<file path="src/rtl/alu_pkg.sv">
// Shared ALU definitions: shift opcodes, default datapath sizing and
// small opcode helpers used by the shift execute stage and its core.
package alu_pkg;

  localparam int N_DEFAULT     = 32;
  localparam int SW_DEFAULT    = 5;
  localparam int CNT_W_DEFAULT = 16;

  localparam logic [1:0] OP_SLL = 2'b00;
  localparam logic [1:0] OP_SRL = 2'b01;
  localparam logic [1:0] OP_SRA = 2'b10;
  localparam logic [1:0] OP_RSV = 2'b11;

  // Reserved opcode: produces a zero result and raises the error flag.
  function automatic logic op_is_reserved(input logic [1:0] op);
    return (op == OP_RSV);
  endfunction

endpackage

</file>
<file path="src/rtl/shift_exec_stage_shifter_core.sv">
// Combinational barrel shifter. Right shifts run directly through a
// log2(N)-stage barrel; left shifts reverse the operand, shift right with
// zero fill and reverse the result back, so only one barrel is needed.
module shifter_core
  import alu_pkg::*;
#(
  parameter int N  = N_DEFAULT,
  parameter int SW = SW_DEFAULT
) (
  input  logic [N-1:0]  a,
  input  logic [SW-1:0] amt,
  input  logic [1:0]    op,
  output logic [N-1:0]  z
);

  localparam logic [N-1:0] ONES = '1;

  logic [N-1:0] w_src;
  logic [N-1:0] w_shr;
  logic         w_fill;

  // Arithmetic right shift replicates the sign bit; everything else zero-fills.
  assign w_fill = (op == OP_SRA) & a[N-1];

  // Select the barrel input: bit-reversed operand for left shifts.
  always_comb begin
    w_src = a;
    if (op == OP_SLL) begin
      for (int i = 0; i < N; i++) begin
        w_src[i] = a[N-1-i];
      end
    end
  end

  // Log-stage right barrel: stage s shifts by 2**s when amt[s] is set.
  always_comb begin
    w_shr = w_src;
    for (int s = 0; s < SW; s++) begin
      if (amt[s]) begin
        w_shr = (w_shr >> (1 << s)) | ({N{w_fill}} & ~(ONES >> (1 << s)));
      end
    end
  end

  // Undo the reversal for left shifts; reserved opcode yields zero.
  always_comb begin
    z = '0;
    case (op)
      OP_SLL: begin
        for (int i = 0; i < N; i++) begin
          z[i] = w_shr[N-1-i];
        end
      end
      OP_SRL:  z = w_shr;
      OP_SRA:  z = w_shr;
      default: z = '0;
    endcase
  end

endmodule

</file>
<file path="src/rtl/shift_exec_stage.sv">
// Two-stage pipelined execute wrapper around the shift core.
// S1 holds the accepted operands, S2 holds the shifted result and flags.
// Handshake: a transfer happens on a rising edge where valid and ready are
// both high; out_valid is a pure register output, never a function of
// out_ready, and S2 contents hold while out_valid is high and out_ready low.
module shift_exec_stage
  import alu_pkg::*;
#(
  parameter int N     = N_DEFAULT,
  parameter int SW    = SW_DEFAULT,
  parameter int CNT_W = CNT_W_DEFAULT
) (
  input  logic             clk,
  input  logic             rst,
  input  logic             in_valid,
  output logic             in_ready,
  input  logic [N-1:0]     in_a,
  input  logic [N-1:0]     in_b,
  input  logic [1:0]       in_op,
  output logic             out_valid,
  input  logic             out_ready,
  output logic [N-1:0]     out_data,
  output logic             out_zero,
  output logic             out_err,
  output logic [CNT_W-1:0] op_count
);

  logic             r_init;
  logic             r_s1_valid;
  logic [N-1:0]     r_s1_a;
  logic [SW-1:0]    r_s1_amt;
  logic [1:0]       r_s1_op;
  logic             r_s2_valid;
  logic [N-1:0]     r_s2_data;
  logic             r_s2_zero;
  logic             r_s2_err;
  logic [CNT_W-1:0] r_op_count;

  logic             w_s2_load;
  logic             w_in_ready;
  logic             w_in_fire;
  logic             w_out_fire;
  logic [N-1:0]     w_z;
  logic             w_unused_b;

  // Only the low SW bits of the shift operand are meaningful.
  assign w_unused_b = ^in_b[N-1:SW];

  assign w_s2_load  = !r_s2_valid | out_ready;
  assign w_in_ready = r_init & (!r_s1_valid | w_s2_load);
  assign w_in_fire  = in_valid & w_in_ready;
  assign w_out_fire = r_s2_valid & out_ready;

  shifter_core #(
    .N  (N),
    .SW (SW)
  ) u_shifter (
    .a   (r_s1_a),
    .amt (r_s1_amt),
    .op  (r_s1_op),
    .z   (w_z)
  );

  // Ready stays low through reset and rises after the first clean edge.
  always_ff @(posedge clk) begin
    if (rst) r_init <= 1'b0;
    else     r_init <= 1'b1;
  end

  // Stage 1: capture operands on accept, drain when stage 2 takes them.
  always_ff @(posedge clk) begin
    if (rst) begin
      r_s1_valid <= 1'b0;
      r_s1_a     <= '0;
      r_s1_amt   <= '0;
      r_s1_op    <= OP_SLL;
    end else if (w_in_fire) begin
      r_s1_valid <= 1'b1;
      r_s1_a     <= in_a;
      r_s1_amt   <= in_b[SW-1:0];
      r_s1_op    <= in_op;
    end else if (w_s2_load) begin
      r_s1_valid <= 1'b0;
    end
  end

  // Stage 2: register shift result and flags whenever the slot can advance.
  always_ff @(posedge clk) begin
    if (rst) begin
      r_s2_valid <= 1'b0;
      r_s2_data  <= '0;
      r_s2_zero  <= 1'b0;
      r_s2_err   <= 1'b0;
    end else if (w_s2_load) begin
      r_s2_valid <= r_s1_valid;
      if (r_s1_valid) begin
        r_s2_data <= w_z;
        r_s2_zero <= (w_z == '0);
        r_s2_err  <= op_is_reserved(r_s1_op);
      end
    end
  end

  // Completed-operation counter; wraps freely.
  always_ff @(posedge clk) begin
    if (rst)             r_op_count <= '0;
    else if (w_out_fire) r_op_count <= r_op_count + CNT_W'(1);
  end

  assign in_ready  = w_in_ready;
  assign out_valid = r_s2_valid;
  assign out_data  = r_s2_data;
  assign out_zero  = r_s2_zero;
  assign out_err   = r_s2_err;
  assign op_count  = r_op_count;

endmodule
</file>
<file path="config.mk">
export PLATFORM = sky130hd
export DESIGN_NAME = shift_exec_stage
export DESIGN_NICKNAME = d
export VERILOG_FILES = /design/src/rtl/alu_pkg.sv /design/src/rtl/shift_exec_stage_shifter_core.sv /design/src/rtl/shift_exec_stage.sv
export SDC_FILE = /design/constraint.sdc
export NUM_CORES = 1
export LEC_CHECK = 0
export ABC_AREA = 0
export BUFFER_PORTS_ARGS = -buffer_cell sky130_fd_sc_hd__buf_2
export CAP_MARGIN = 20
export CORE_MARGIN = 5
export CORE_UTILIZATION = 42
export DETAILED_ROUTE_END_ITERATION = 10
export PLACE_DENSITY = 0.65
export SKIP_LAST_GASP = 1
export SYNTH_ARGS = -nofsm -noshare
export SYNTH_HDL_FRONTEND = slang
export SYNTH_HIERARCHICAL = 1
export SYNTH_SLANG_ARGS = --single-unit
</file>
<file path="constraint.sdc">
create_clock -name clk -period 3.2 [get_ports clk]
set_input_delay 0.32 -clock clk [delete_from_list [all_inputs] [get_ports clk]]
set_output_delay 0.32 -clock clk [all_outputs]
set_load 0.005 [all_outputs]
</file>
---- Yosys cells after proc, flatten, opt, wreduce, memory -nomap -nowiden ----
Index checks and enable logic that the tools add are counted.
cells by class
  eq/ne operators ......................... 3
  $add $sub $neg .......................... 1
  bitwise operators ....................... 11
  reductions and logical operators ........ 7
  muxes and demuxes ....................... 10
operator list
  cell                                                                    count
  32-bit two-way mux                                                      6
  32-bit case mux with 2 select lines                                     1
  32-bit zero test                                                        1
  16-bit by 32-bit bitwise OR with 32-bit output                          1
  24-bit by 32-bit bitwise OR with 32-bit output                          1
  28-bit by 32-bit bitwise OR with 32-bit output                          1
  30-bit by 32-bit bitwise OR with 32-bit output                          1
  31-bit by 32-bit bitwise OR with 32-bit output                          1
  16-bit by 1-bit adder with 16-bit output (second input constant)        1
  1-bit bitwise AND                                                       4
  2-bit equality test (second input constant)                             2
  1-bit two-way mux                                                       3
  2-bit by 1-bit equality test with 1-bit output (second input constant)  1
  1-bit zero test                                                         2
  2-bit zero test                                                         1
  1-bit bitwise OR                                                        2
  2-bit AND reduction                                                     1
  2-bit nonzero test                                                      1
  2-bit OR reduction                                                      1
storage, ports and cells
  output and inout port bits .............. 52
  word-level logic and storage cells ...... 42
  register bits after elaboration ......... 92

---- Logic depth before layout (Yosys ltp) ----
  depth in word-level cells ............... 14
  depth in mapped cells ................... 15

---- Modules after synthesis ----
Netlist, hierarchy kept.
modules (own cells, without submodules)
  module            cells an instance  area an instance (um2)  instances  seq. area each (um2)
  shifter_core      490                3,664.8                 1          0.0
  shift_exec_stage  424                3,384.5                 1          1,841.8

---- Worst setup path before layout ----
No wires, ideal clock.
  path kind ............................... register -> register
  from .................................... register r_s1_amt[0]
  to ...................................... register r_s2_zero, in the netlist out_zero
  slack ................................... 90 ps
  stages on the path, launching flop included .. 13
  buffers on the path ..................... 3
  data arrival time ....................... 3,036 ps
  setup time .............................. 74 ps
  path through ............................ dfxtp_1 -> buf_6 -> buf_12 -> buf_12 -> mux4_1 -> mux2_2 -> nand2_2 -> a21oi_1 -> o211ai_1 -> o22ai_1 -> or4_1 -> or4_1 -> o21ai_0
between the ends
  elaborated cells on any way between the ends .. 11
RTL lines
  item                                                                                  RTL line                                                                  source
  start, declared                                                                       shift_exec_stage.sv:31                                                    logic [SW-1:0] r_s1_amt;
  start signal, assigned                                                                shift_exec_stage.sv:80                                                    r_s1_amt <= in_b[SW-1:0];
  32-bit two-way mux *                                                                  shift_exec_stage_shifter_core.sv:39                                       if (amt[s]) begin
  30-bit by 32-bit bitwise OR with 32-bit output                                        shift_exec_stage_shifter_core.sv:40                                       w_shr = (w_shr >> (1 << s)) | ({N{w_fill}} & ~(ONES >> (1 << s)));
  32-bit two-way mux *                                                                  shift_exec_stage_shifter_core.sv:39
  28-bit by 32-bit bitwise OR with 32-bit output                                        shift_exec_stage_shifter_core.sv:40
  32-bit two-way mux *                                                                  shift_exec_stage_shifter_core.sv:39
  24-bit by 32-bit bitwise OR with 32-bit output or 32-bit two-way mux (tied branches)  shift_exec_stage_shifter_core.sv:40, shift_exec_stage_shifter_core.sv:39
  32-bit two-way mux * (2 in a row)                                                     shift_exec_stage_shifter_core.sv:39
  32-bit case mux with 2 select lines *                                                 shift_exec_stage_shifter_core.sv:48                                       case (op)
  net w_z[7]                                                                            shift_exec_stage.sv:43                                                    logic [N-1:0] w_z;
  32-bit zero test *                                                                    shift_exec_stage.sv:98                                                    r_s2_zero <= (w_z == '0);
  end signal, assigned                                                                  shift_exec_stage.sv:98
  end, declared                                                                         shift_exec_stage.sv:35                                                    logic r_s2_zero;
Mark *: on every way through the listed nets, which the timed path passes. The rest lies on a longest branch.
A chain may end at the register's enable or synchronous reset.

---- Worst setup path after layout ----
  from .................................... register r_s1_op[0]
  to ...................................... register r_s2_zero, in the netlist out_zero
between the ends
  elaborated cells on any way between the ends .. 18
RTL lines
  item                                                                                  RTL line                                                                  source
  start, declared                                                                       shift_exec_stage.sv:32                                                    logic [1:0] r_s1_op;
  start signal, assigned                                                                shift_exec_stage.sv:81                                                    r_s1_op <= in_op;
  2-bit zero test                                                                       shift_exec_stage_shifter_core.sv:28, shift_exec_stage_shifter_core.sv:48
  32-bit two-way mux                                                                    shift_exec_stage_shifter_core.sv:28                                       if (op == OP_SLL) begin
  31-bit by 32-bit bitwise OR with 32-bit output                                        shift_exec_stage_shifter_core.sv:40
  32-bit two-way mux                                                                    shift_exec_stage_shifter_core.sv:39
  30-bit by 32-bit bitwise OR with 32-bit output                                        shift_exec_stage_shifter_core.sv:40
  32-bit two-way mux                                                                    shift_exec_stage_shifter_core.sv:39
  28-bit by 32-bit bitwise OR with 32-bit output                                        shift_exec_stage_shifter_core.sv:40
  32-bit two-way mux                                                                    shift_exec_stage_shifter_core.sv:39
  24-bit by 32-bit bitwise OR with 32-bit output or 32-bit two-way mux (tied branches)  shift_exec_stage_shifter_core.sv:40, shift_exec_stage_shifter_core.sv:39
  32-bit two-way mux or 16-bit by 32-bit bitwise OR with 32-bit output (tied branches)  shift_exec_stage_shifter_core.sv:39, shift_exec_stage_shifter_core.sv:40
  32-bit two-way mux                                                                    shift_exec_stage_shifter_core.sv:39
  32-bit case mux with 2 select lines *                                                 shift_exec_stage_shifter_core.sv:48
  net w_z[7]                                                                            shift_exec_stage.sv:43
  32-bit zero test *                                                                    shift_exec_stage.sv:98
Marks and branches as above.

==> run_results.csv <==
group,metric,value,unit
place,place_area,8800,µm²
worst_setup_path,crit_top_cell,"or4_1",
routing,vias,8129,
power,vdd_drop_max,0.263,mV
clock_network,clock_path_buffers,2,
synth,synth_enable_flop_cells,0,
cells_and_area,drive_gt1_frac,0.357,
global_route,grt_usage,0.264,
synth,synth_top_family_by_area,"simple AND/OR/NAND/NOR gates",
clock_network,cts_sinks,92,
sta,setup_viol,3,
routing,routedWlPerCell,19.1,µm
synth,ys_seq_area_frac,0.261,
worst_setup_path,max_stage_delay,530,ps
synth,synthSimpleGateAreaFrac,0.239,
cells_and_area,finalNonFillerCells,1387,
synth,synth_compound_area_frac,0.230,
cells_and_area,nNetsFinal,1238,
routing,drc,0,
synth,synthFlopType,"dfxtp_1",
die,rows,47,
min_path,worstHoldPathType,"in2reg",
synth,muxShareOfSynthArea,0.177,
place,dp_cells,1339,
sta,hold_viol,0,
power,power.leakage,3.82,nW
worst_setup_path,cp_cell_sequence,"inv_2, buf_6, ha_4, buf_4, bufbuf_16, nand2_2, o22ai_2, o31ai_4, a21oi_1, o211ai_1, o22ai_1, or4_1, or4_1, o21ai_1",
routing,via_per_inst,5.86,
status,failed_checks,"negative setup slack",
global_route,grt_util_met2,0.418,
synth,synth-adder-area-share,0.00887,
worst_setup_path,required,3480,ps
synth,ys_warn_count,6,
routing,first_iter_violations,898,
die,die_h,140,µm
global_route,top_usage_layer,"met2",
clock_network,cts_tree,"done",
worst_setup_path,r2r_slack,-230,ps
power,p_per_area,373,nW/µm²
sta,max_slew_margin,0.600,
routing,routed_wl,26500,µm
job,maxCapViolations,0,
global_route,grt_max_degree,60,
synth,synth-seq-cells,92,
worst_setup_path,end_kind,"flip-flop",
synth,synth_top_cell_by_area,"dfxtp_1",
sta,slew_violations,0,
clock_network,root_buffer,"clkbuf_16",
place,numPortBuffers,94,
status,outcome,"finished with violations",
cells_and_area,stdcell_area,9680,µm²
global_route,grt_pass1_wl,41800,µm
sta,rsz0062_at_grt,"yes",
sta,fin_crit,3430,ps
worst_setup_path,cp_top_family,"compound AO/OA/AOI/OAI gates",
synth,avgSynthCellArea,7.71,µm²
worst_setup_path,start_kind,"flip-flop",
clock_network,cts_hold_buf,0,
sta,fmax,0.292,GHz
place,routabilityCongestion,1.01,
worst_setup_path,arrival,3710,ps
global_route,use_met3,0.0576,
clock_network,htreeDepth,3,
routing,dr.pass1.iters,6,
worst_setup_path,crit_type,"reg2reg",
worst_setup_path,path_buf_inv,4,
sta,finalClockSkew,9.59,ps
place,dp_hpwl,19600,µm
global_route,antenna_found_initial,0,
die,start_util,0.427,
cells_and_area,area_growth,37.4,%
place,post-place-ws,-692,ps
sta,setup_slack,-226,ps
global_route,grt_util_met1,0.360,
synth,syn_nets,989,
die,io_pins,122,
global_route,grt-ovfl-total,0,
sta,tightest_slew,599,ps
clock_network,clkTransAtPathRegs,70,ps
global_route,grt_pass1_vias,7703,
sta,fin_crit_sh,1.07,
clock_network,worstSkewPairLatency,350,ps
synth,synthTopCellsByArea,"dfxtp_1 (26%), nand2_1 (11%), mux2i_1 (8.2%), a21oi_1 (7.3%), mux4_2 (6.7%)",
synth,netlist-cell-type-count,71,
die,die_width,140,µm
worst_setup_path,crit_fanout,12,
cells_and_area,diodes,0,
synth,syn-cell-area,7050,µm²
clock_network,numCtsBuffers,9,
synth,synth-async-reset-ratio,0,
routing,ant_nets,0,
synth,netlist.area_leader.share,0.261,
synth,netlist_instances,914,
worst_setup_path,critPathSlowestCell,"or4_1",
die,coreArea,16500,µm²
die,dieArea,19500,µm²
synth,synth_xor_area_frac,0.0137,
cells_and_area,fillers,1548,
## cell families (layout without fill, tap and decap cells)
logic type               after synthesis  after routing
multiplexers                          91             91
XOR/XNOR                              11             11
flip-flops                            92             92
adder cells (fa/ha/maj)                5              5
AO/OA/AOI/OAI                        254            254
buffers and inverters                 85            338
AND/OR/NAND/NOR                      376            376
## metal layers
metal  vias to the layer above  wire length, µm  share of wire
li1                       3844                -              -
met1                      3814            11400           0.43
met2                       411            12000           0.45
met3                        60             2320          0.087
met4                         0              804          0.030
met5                         -                0              0
## repair_timing
item	in CTS	in global routing
resized for setup	38	22
pin swaps	24	22
buffers inserted	20	11
cloned	2	0
setup endpoints to repair	4	8
## power breakdown
group | switching [mW] | internal [mW]
logic | 0.623 | 0.588
registers | 0.0469 | 1.18
clock network | 0.480 | 0.691
total | 1.15 | 2.46
## cell usage after synthesis (all sizes together) (4+ instances only)
master and n:
nand2 208, a21oi 104, dfxtp 92, mux2i 59
nor2 53, clkbuf 36, o22ai 36, a22oi 29
buf 28, o21ai 28, nand3 27, mux4 25
nor3 19, inv 13, nand2b 13, nor2b 12
nand4 10, nor4 9, o211ai 9, mux2 7
a211oi 6, a32oi 6, and2 6, xnor2 6
a31oi 5, ha 5, or2 5, xor2 5
a221oi 4, dlygate4sd1 4, or4 4
## tightest hold or removal path, stage by stage
cell and delay (ps):
buf_2 100, nand2_1 50, a21oi_1 50
## cell usage in the layout, fill, tap and decap left out, types with 7 or more instances in the layout
master | synthesis | routed
nor3_1 | 19 | 17
buf_2 | 10 | 94
nand4_1 | 9 | 9
nand3_1 | 27 | 26
nand2b_1 | 13 | 12
nor2b_1 | 12 | 9
inv_1 | 13 | 11
clkbuf_16 | 0 | 9
nor2_1 | 53 | 52
o21ai_0 | 24 | 22
o22ai_1 | 36 | 30
mux2i_1 | 58 | 53
buf_12 | 2 | 7
nand2_1 | 206 | 204
o211ai_1 | 9 | 9
dfxtp_1 | 92 | 88
mux4_2 | 21 | 22
buf_4 | 4 | 198
a22oi_1 | 29 | 25
a21oi_1 | 103 | 101
## flip-flops by register name (all words and copies together), names as in the netlist
signal / cells
r_init: 1
r_s1_valid: 1
out_data: 32
op_count: 16
out_valid: 1
out_err: 1
r_s1_a: 32
r_s1_op: 2
out_zero: 1
r_s1_amt: 5
## layout make-up
class	count	area (µm²)	area share
multi-input cells	737	4950	0.512
well taps	220	275	0.0284
repair buffers	307	2220	0.230
inverters	16	60.1	0.00620
clock buffers	9	225	0.0233
flip-flops and latches	92	1850	0.191
clock inverters	6	95.1	0.00982
## worst paths after layout
check             cells after the start      endpoint         start
setup / recovery                     14      out_zero    r_s1_op[0]
hold / removal                        3   r_s1_amt[0]       in_b[0]
setup reg to reg                     14      out_zero    r_s1_op[0]
hold reg to reg                       2  out_data[16]  out_data[16]
## per-stage QoR
| stage | hold slack (ps) | TNS, ps | total power [mW] | util |
|---|---|---|---|---|
| after floorplan | 435 | 0 | 1.81 | - |
| after CTS | 187 | -97.3 | 3.56 | 0.575 |
| final | 197 | -237 | 3.61 | 0.586 |
| after global placement | 439 | -767 | 2.29 | 0.532 |
| after global routing | 197 | -818 | 3.78 | 0.586 |
| after detailed placement | 443 | -728 | 2.29 | 0.532 |
Power figures use the tool's default switching activity.
